## src/rtl/serial_add_ctrl_pkg.sv

```systemverilog
// rtl/serial_add_ctrl_pkg.sv - shared state encoding for the bit-serial adder controller
package serial_add_ctrl_pkg;

  // Encoding 2'd3 is unused and is steered back to IDLE by the controller.
  typedef enum logic [1:0] {
    ST_IDLE = 2'd0,
    ST_RUN  = 2'd1,
    ST_DONE = 2'd2
  } state_e;

endpackage

```

## src/rtl/fa_cell.sv

```systemverilog
// rtl/fa_cell.sv - full-adder cell built from two half adders and an OR of their carries
module fa_cell (
  input  logic a,
  input  logic b,
  input  logic cin,
  output logic s,
  output logic cout
);

  logic s0, c0, c1;

  half_adder u_ha0 (.a(a),  .b(b),   .s(s0), .c(c0));
  half_adder u_ha1 (.a(s0), .b(cin), .s(s),  .c(c1));

  assign cout = c0 | c1;

endmodule

```

## src/rtl/half_adder.sv

```systemverilog
// rtl/half_adder.sv - combinational half adder primitive
module half_adder (
  input  logic a,
  input  logic b,
  output logic s,
  output logic c
);

  assign s = a ^ b;
  assign c = a & b;

endmodule

```

## src/rtl/serial_add_ctrl.sv

```systemverilog
// rtl/serial_add_ctrl.sv - bit-serial WIDTH-bit adder, one bit per clock, LSB first
module serial_add_ctrl
  import serial_add_ctrl_pkg::*;
#(
  parameter int WIDTH = 8
) (
  input  logic             clk,
  input  logic             rst,
  input  logic             start,
  input  logic [WIDTH-1:0] a,
  input  logic [WIDTH-1:0] b,
  output logic             busy,
  output logic             done,
  output logic [WIDTH-1:0] sum,
  output logic             cout
);

  localparam int CNT_W = $clog2(WIDTH + 1);

  state_e             state_q, state_d;
  logic [WIDTH-1:0]   a_sh_q, a_sh_d;
  logic [WIDTH-1:0]   b_sh_q, b_sh_d;
  logic [WIDTH-1:0]   sum_q, sum_d;
  logic               carry_q, carry_d;
  logic               cout_q, cout_d;
  logic [CNT_W-1:0]   cnt_q, cnt_d;
  logic               fa_s, fa_c;
  logic               last_bit;

  fa_cell u_fa (
    .a    (a_sh_q[0]),
    .b    (b_sh_q[0]),
    .cin  (carry_q),
    .s    (fa_s),
    .cout (fa_c)
  );

  assign last_bit = (cnt_q == CNT_W'(WIDTH - 1));

  always_ff @(posedge clk) begin
    if (rst) begin
      state_q <= ST_IDLE;
      a_sh_q  <= '0;
      b_sh_q  <= '0;
      sum_q   <= '0;
      carry_q <= 1'b0;
      cout_q  <= 1'b0;
      cnt_q   <= '0;
    end else begin
      state_q <= state_d;
      a_sh_q  <= a_sh_d;
      b_sh_q  <= b_sh_d;
      sum_q   <= sum_d;
      carry_q <= carry_d;
      cout_q  <= cout_d;
      cnt_q   <= cnt_d;
    end
  end

  always_comb begin
    state_d = ST_IDLE;
    case (state_q)
      ST_IDLE: state_d = start ? ST_RUN : ST_IDLE;
      ST_RUN:  state_d = last_bit ? ST_DONE : ST_RUN;
      ST_DONE: state_d = ST_IDLE;
      default: state_d = ST_IDLE;
    endcase
  end

  // Sum bits enter at the MSB so that after WIDTH shifts bit 0 lands at sum[0].
  always_comb begin
    a_sh_d  = a_sh_q;
    b_sh_d  = b_sh_q;
    sum_d   = sum_q;
    carry_d = carry_q;
    cout_d  = cout_q;
    cnt_d   = cnt_q;
    case (state_q)
      ST_IDLE: begin
        if (start) begin
          a_sh_d  = a;
          b_sh_d  = b;
          sum_d   = '0;
          carry_d = 1'b0;
          cnt_d   = '0;
        end
      end
      ST_RUN: begin
        a_sh_d  = a_sh_q >> 1;
        b_sh_d  = b_sh_q >> 1;
        sum_d   = {fa_s, sum_q[WIDTH-1:1]};
        carry_d = fa_c;
        cnt_d   = cnt_q + CNT_W'(1);
        if (last_bit) cout_d = fa_c;
      end
      default: ;
    endcase
  end

  always_comb begin
    busy = 1'b0;
    done = 1'b0;
    case (state_q)
      ST_RUN:  busy = 1'b1;
      ST_DONE: begin
        busy = 1'b1;
        done = 1'b1;
      end
      default: ;
    endcase
  end

  assign sum  = sum_q;
  assign cout = cout_q;

endmodule

```

## config.mk

```make
export PLATFORM = sky130hd
export DESIGN_NAME = serial_add_ctrl
export DESIGN_NICKNAME = d
export VERILOG_FILES = /design/src/rtl/serial_add_ctrl_pkg.sv /design/src/rtl/fa_cell.sv /design/src/rtl/half_adder.sv /design/src/rtl/serial_add_ctrl.sv
export SDC_FILE = /design/constraint.sdc
export NUM_CORES = 1
export LEC_CHECK = 0
export CAP_MARGIN = 0
export CORE_UTILIZATION = 35
export DETAILED_ROUTE_END_ITERATION = 16
export GPL_ROUTABILITY_DRIVEN = 0
export PLACE_DENSITY = 0.6
export SLEW_MARGIN = 20
export SYNTH_ARGS = -nofsm -noshare
export SYNTH_HDL_FRONTEND = slang
export SYNTH_SLANG_ARGS = --single-unit
```

## constraint.sdc

```tcl
create_clock -name clk -period 1.8 [get_ports clk]
set_input_delay 0.18 -clock clk [delete_from_list [all_inputs] [get_ports clk]]
set_output_delay 0.18 -clock clk [all_outputs]
set_load 0.02 [all_outputs]
```

==> metrics.cfg <==
[final_layout]
num_antenna_cells=0
multi_input_area_um2=758
area_growth_pct=29.3
final_common_cell=dfxtp_1
drive_gt1_share_pct=13.5
mostFrequentLayoutCells=32 x dfxtp_1, 28 x clkdlybuf4s50_1, 18 x nor2_1
seqCellArea_um2=641
finalNetCount=208
fill_cells=375

[critical_path]
r2r_setup_slack_ns=0.18
worstPathRequired_ns=1.99
end_kind=register
path_cells=inv_1 -> ha_1 -> mux2_4 -> nor2_1 -> a211oi_1
crit_buf_inv=1
crit_path_start_kind=register
slowest_delay_ns=0.50
crit_path_top_delay_cell=mux2_4
path_delay_family=multiplexers
critPathMaxFanout=39
criticalPathCategory=register to register
arrival_ns=1.81

[placed_design]
place_ws_ns=0.182
hpwl_um=2020
port_buffers=29

[global_route]
use_met2_pct=23.4
grt_pass1_wl_um=4980
grt_util_met1_pct=18.2
grt-ovfl-total=0
grt_usage_pct=14.9
grt_pass1_vias=1103
grt_busiest_layer=met2
grt_max_degree=40
antenna_found_initial=0
grt_use_met3_pct=5.91

[clock_network]
clk_pin_slew_ns=0.07
clock_latency_ns=0.28
cts_setup_buffers=0
postCtsResizedCells=0
clk_path_buf_depth=2
hold_buffers=0
cts_made_buffers=5
cts_max_level=2
cts.sinks=32
cts_tree=built
clockRootBuffer=clkbuf_8

[sta]
hold_viol_final=0
report.final.slew_viol_count=0
min_period_ns=1.62
fin_worst_skew_ns=0.00550
rsz0062_at_grt=no
post-route-period-util_pct=89.7
fmax_ghz=0.619
finalSetupViolCount=0
relSlewSlack_pct=71.8
holdWs_ns=0.457
finalSetupTns_ns=0
timing.final.ws_setup_ns=0.185
tightest_slew_ns=0.424

[floorplanning]
io_pins=30
die_area_mm2=0.00454
die_w_um=67.4
initial_utilization_pct=36.9
fp.coreArea_mm2=0.00406
die_h_um=67.4
placementRows=23

[logic_synthesis]
syn_inst=155
synth-seq-cells=32
ys_warn_count=0
synth.area.top_cells=dfxtp_1 43%, mux2i_1 9.4%, a211oi_2 8.4%
netlist.area_leader.share_pct=42.8
synthDistinctLibCells=28
syn_area_mm2=0.00150
yosysTopAreaCell=dfxtp_1
synth_edf_count=0
avgSynthCellArea_um2=9.66
async_flop_share_pct=0
syn-num-nets=179
synth_ff_type=dfxtp_1
seq_area_frac_synth_pct=42.8

[power]
leakage_uw=0.000714
power.density_mw_per_mm2=921
ir_drop_v=0.000340

[routing]
drt-pass1-iter-count=4
drt-wirelength-per-cell_um=12.9
via_per_inst=5.01
drcViolationCount=0
vias=1177
ant_nets=0
drt_wl_total_um=3030
detail_route.iter0.violations=59

[worst_hold_path]
holdCritPathClass=register to register

[status]
status=complete, no violations

[flow_run]
maxCapViolations=0

[stage by stage]
step | area (um2) | util, % | instances | total power [uW]
global placement | 1810 | 44.6 | 227 | 1040
global route | 1940 | 47.7 | 235 | 1860
detailed placement | 1810 | 44.6 | 227 | 1050
floorplan | 1500 | - | 155 | 976
CTS | 1930 | 47.7 | 235 | 1800
finish | 1940 | 47.7 | 235 | 1780
[layout make-up]
cell class | count | share of cell area (%)
tap | 50 | 3.23
clock buffer | 7 | 4.97
inverter | 5 | 0.969
multi-input combinational | 106 | 39.1
clock inverter | 1 | 1.55
timing repair buffer | 34 | 17.1
sequential | 32 | 33.1
[synth_stat cells (2+ instances only)]
cell type / instances
a211oi_1: 5
a211oi_2: 10
a21oi_1: 13
a22oi_1: 3
buf_2: 4
buf_4: 2
buf_6: 3
clkbuf_1: 2
dfxtp_1: 32
ha_1: 4
inv_1: 5
mux2i_1: 14
nand2_1: 12
nand2b_1: 2
nand3_1: 8
nand3b_1: 5
nor2_1: 18
nor2b_1: 3
[worst reg2reg max path, cell delays in order (launching register included)]
cell	delay, ns
dfxtp_1	0.32
inv_1	0.08
ha_1	0.32
mux2_4	0.50
nor2_1	0.08
a211oi_1	0.22
[sequential cells by signal (all words and copies together), names as in the netlist]
signal / cells
carry_q: 1
sum: 8
cout: 1
a_sh_q: 8
cnt_q: 4
b_sh_q: 8
state_q: 2
[final timing paths]
path | from | endpoint | depth (start not counted)
worst min register to register | sum[0] | sum[0] | 2
worst max register to register | state_q[1] | a_sh_q[4] | 5
worst max-delay path | state_q[1] | a_sh_q[4] | 5
worst min-delay path | sum[0] | sum[0] | 2
[kinds of logic after synthesis]
family                   after synthesis  synth area share (%)
adder cells (fa/ha/maj)                5                  4.68
AND/OR/NAND/NOR                       52                  17.0
multiplexers                          16                  11.3
buffers and inverters                 17                  6.60
flip-flops                            32                  42.8
AO/OA/AOI/OAI                         33                  17.6
[report_power, final]
group	leakage (uW)	internal, uW	switching, uW
logic	0.000388	123	135
registers	0.000262	748	21.6
clock network	0.0000645	488	269
total	0.000714	1360	425
[layer usage]
layer  wire, um  part of all wire, %
met1       1440                   48
met5          0                    0
met2       1400                   46
met4         36                  1.2
met3        144                  4.8
Power figures use the tool's default switching activity.
==> RTL change, RTL diff (same flow settings) <==
Encoding of `state_e`: now one-hot (3 bits for 3 states).
--- a/src/rtl/serial_add_ctrl_pkg.sv
+++ b/src/rtl/serial_add_ctrl_pkg.sv
@@ -2,10 +2,10 @@
 package serial_add_ctrl_pkg;
 
   // Encoding 2'd3 is unused and is steered back to IDLE by the controller.
-  typedef enum logic [1:0] {
-    ST_IDLE = 2'd0,
-    ST_RUN  = 2'd1,
-    ST_DONE = 2'd2
+  typedef enum logic [2:0] {
+    ST_IDLE = 3'b001,
+    ST_RUN  = 3'b010,
+    ST_DONE = 3'b100
   } state_e;
 
 endpackage
Check against the original RTL: no difference found for any inputs over 10 cycles, from zero or initial values and one cycle with rst high; not proved beyond that.
==> RTL change against the original RTL <==
Synthesized area decreased by 9.8%. Total power decreased by 14%. Routed wire length decreased by 3.3%. Worst setup slack got worse by 34 ps. Final area decreased by 8.5%. Clock skew decreased by 2.6 ps. Register-to-register slack improved by 60 ps. Hold slack improved by 21 ps. Global-route usage increased by 1.3 points. Sequential cell count increased by 1. Critical path type is now reg -> out.
==> RTL change: results (changes against the original RTL) <==
<table>
<tr><th>Metric</th><th>Value</th></tr>
<tr><th colspan="2">Outcome</th></tr>
<tr><td>Run status</td><td>finished clean (unchanged)</td></tr>
<tr><th colspan="2">Global route</th></tr>
<tr><td>Maximum number of pins on one net before global-route repair</td><td>31 (was 40)</td></tr>
<tr><td>Global-route wire length before repair</td><td>5.17 mm (was 4.98 mm)</td></tr>
<tr><td>Initial antenna violation count</td><td>0 (unchanged)</td></tr>
<tr><td>Via count of the first global-routing pass</td><td>1,144 (was 1,103)</td></tr>
<tr><td>Total routing resource utilization after global routing</td><td>16.2% (was 14.9%)</td></tr>
<tr><th colspan="2">Power</th></tr>
<tr><td>Worst IR drop on VDD</td><td>0.000597 V (was 0.000340 V)</td></tr>
<tr><td>P_sw</td><td>362 uW (was 425 uW)</td></tr>
<tr><td>Leakage dissipation</td><td>0.000640 uW (was 0.000714 uW)</td></tr>
<tr><th colspan="2">STA</th></tr>
<tr><td>Final Skew</td><td>2.92 ps (was 5.50 ps)</td></tr>
<tr><td>Worst-case headroom to the max-slew limit</td><td>78.8% (was 71.8%)</td></tr>
<tr><th colspan="2">Setup path</th></tr>
<tr><td>CP top delay family</td><td>simple AND/OR/NAND/NOR gates (was multiplexers)</td></tr>
<tr><td>Crit path DAT</td><td>1470 ps (was 1810 ps)</td></tr>
<tr><td>Max FO, Critical Path</td><td>5 (was 39)</td></tr>
<tr><td>Crit-path max cell delay</td><td>390 ps (was 500 ps)</td></tr>
<tr><td>Slowest stage cell, crit path</td><td>or3b_4 (was mux2_4)</td></tr>
<tr><th colspan="2">Place</th></tr>
<tr><td>DP HPWL</td><td>1.98 mm (was 2.02 mm)</td></tr>
<tr><th colspan="2">Drt</th></tr>
<tr><td>Vias post-DR</td><td>1,183 (was 1,177)</td></tr>
<tr><td>1st-iter DRT viols</td><td>52 (was 59)</td></tr>
<tr><td>Number of vias per cell</td><td>5.26 (was 5.01)</td></tr>
<tr><th colspan="2">Final layout</th></tr>
<tr><td>Fraction of layout cells with a size suffix above 1</td><td>9.60% (was 13.5%)</td></tr>
<tr><td>Fin nets</td><td>198 (was 208)</td></tr>
<tr><th colspan="2">Synth</th></tr>
<tr><td>Number of nets in the synthesized netlist</td><td>168 (was 179)</td></tr>
<tr><td>Cells taking the most area after synthesis</td><td>dfxtp_1 (49%), nor3_1 (11%), o22ai_1 (8.3%) (was dfxtp_1 (43%), mux2i_1 (9.4%), a211oi_2 (8.4%))</td></tr>
<tr><td>Cell count after synthesis</td><td>147 (was 155)</td></tr>
<tr><td>Share of the yosys chip area belonging to registers</td><td>48.9% (was 42.8%)</td></tr>
<tr><td>Unique masters post-synth</td><td>31 (was 28)</td></tr>
<tr><td>Ranking of synthesized cells by instance count</td><td>dfxtp_1 (33), nor3_1 (31), o22ai_1 (18), nand2b_1 (8) (was dfxtp_1 (32), nor2_1 (18), mux2i_1 (14), a21oi_1 (13), nand2_1 (12))</td></tr>
<tr><th colspan="2">Clock tree</th></tr>
<tr><td>Clock Root Buffer</td><td>clkbuf_8 (unchanged)</td></tr>
</table>
==> RTL change: changes by cell type in the layout (fill, tap and decap cells not counted), moves of 5 or more <==
cell / change
a211oi_1: -5
a211oi_2: -10
a21oi_1: -6
mux2i_1: -12
nand2_1: -8
nand2b_1: +6
nor2_1: -17
nor3_1: +31
o22ai_1: +18
==> RTL change: cell type report <==
cell class / count / area share (%)
clock buffer: 7 / 4.87
inverter: 5 / 1.06
multi-input combinational: 96 / 34.0
sequential: 33 / 37.3
tap: 48 / 3.39
timing repair buffer: 36 / 19.4
==> RTL change: metal layers <==
layer	track usage (%)	wire, um	up-vias	share of wire (%)
li1	-	-	596	-
met2	26.6	1440	24	49
met1	19.7	1350	561	46
met3	5.71	120	2	4.1
met5	0	0	-	0
met4	5.00	15	0	0.51
==> RTL change: final timing paths <==
| path | start | end | slack (ps) | depth (start not counted) |
|---|---|---|---|---|
| max | state_q[1] | busy | 150 | 3 |
| min | sum[0] | sum[0] | 480 | 2 |
| max reg2reg | state_q[1] | cout | 240 | 4 |
| min reg2reg | sum[0] | sum[0] | 480 | 2 |
==> RTL change: power groups by stage <==
| stage | Sequential [uW] | Clock, uW | Combinational, uW |
|---|---|---|---|
| 2_1_floorplan | 804 | 0 | 126 |
| 3_3_place_gp | 808 | 0 | 192 |
| 3_5_place_dp | 809 | 0 | 194 |
| 4_1_cts | 793 | 554 | 195 |
| 5_1_grt | 798 | 604 | 217 |
| 6_report | 793 | 549 | 195 |
==> RTL change: per-stage QoR <==
step	hold WS (ps)	utilization [%]	setup WS (ps)	area [um^2]	power, uW
6_report	478	48.1	151	1770	1540
5_1_grt	513	48.1	76.0	1770	1620
4_1_cts	477	48.0	35.1	1770	1540
3_5_place_dp	469	45.7	167	1690	1000
3_3_place_gp	454	45.7	232	1690	1000
2_1_floorplan	375	-	377	1350	930
==> RTL change: tightest hold or removal path: stages, from the launching register on <==
cell and delay, ps:
dfxtp_1 310, nand3_1 60, a21oi_1 60
==> RTL change: what timing repair did <==
item / 4_1_cts / 5_1_grt
pin swaps: 0 / 0
resized for setup: 1 / 1
setup endpoints to repair: 1 / 1
==> RTL change: cells by family (layout without fill, tap and decap cells) <==
logic type      Yosys count  in the layout  share of synthesized area, %
simple gates             61             61                          25.9
flops                    33             33                          48.9
compound gates           31             31                          14.8
buf+inv                  18             48                          6.48
fa+ha+maj                 2              2                          2.41
mux                       2              2                          1.48
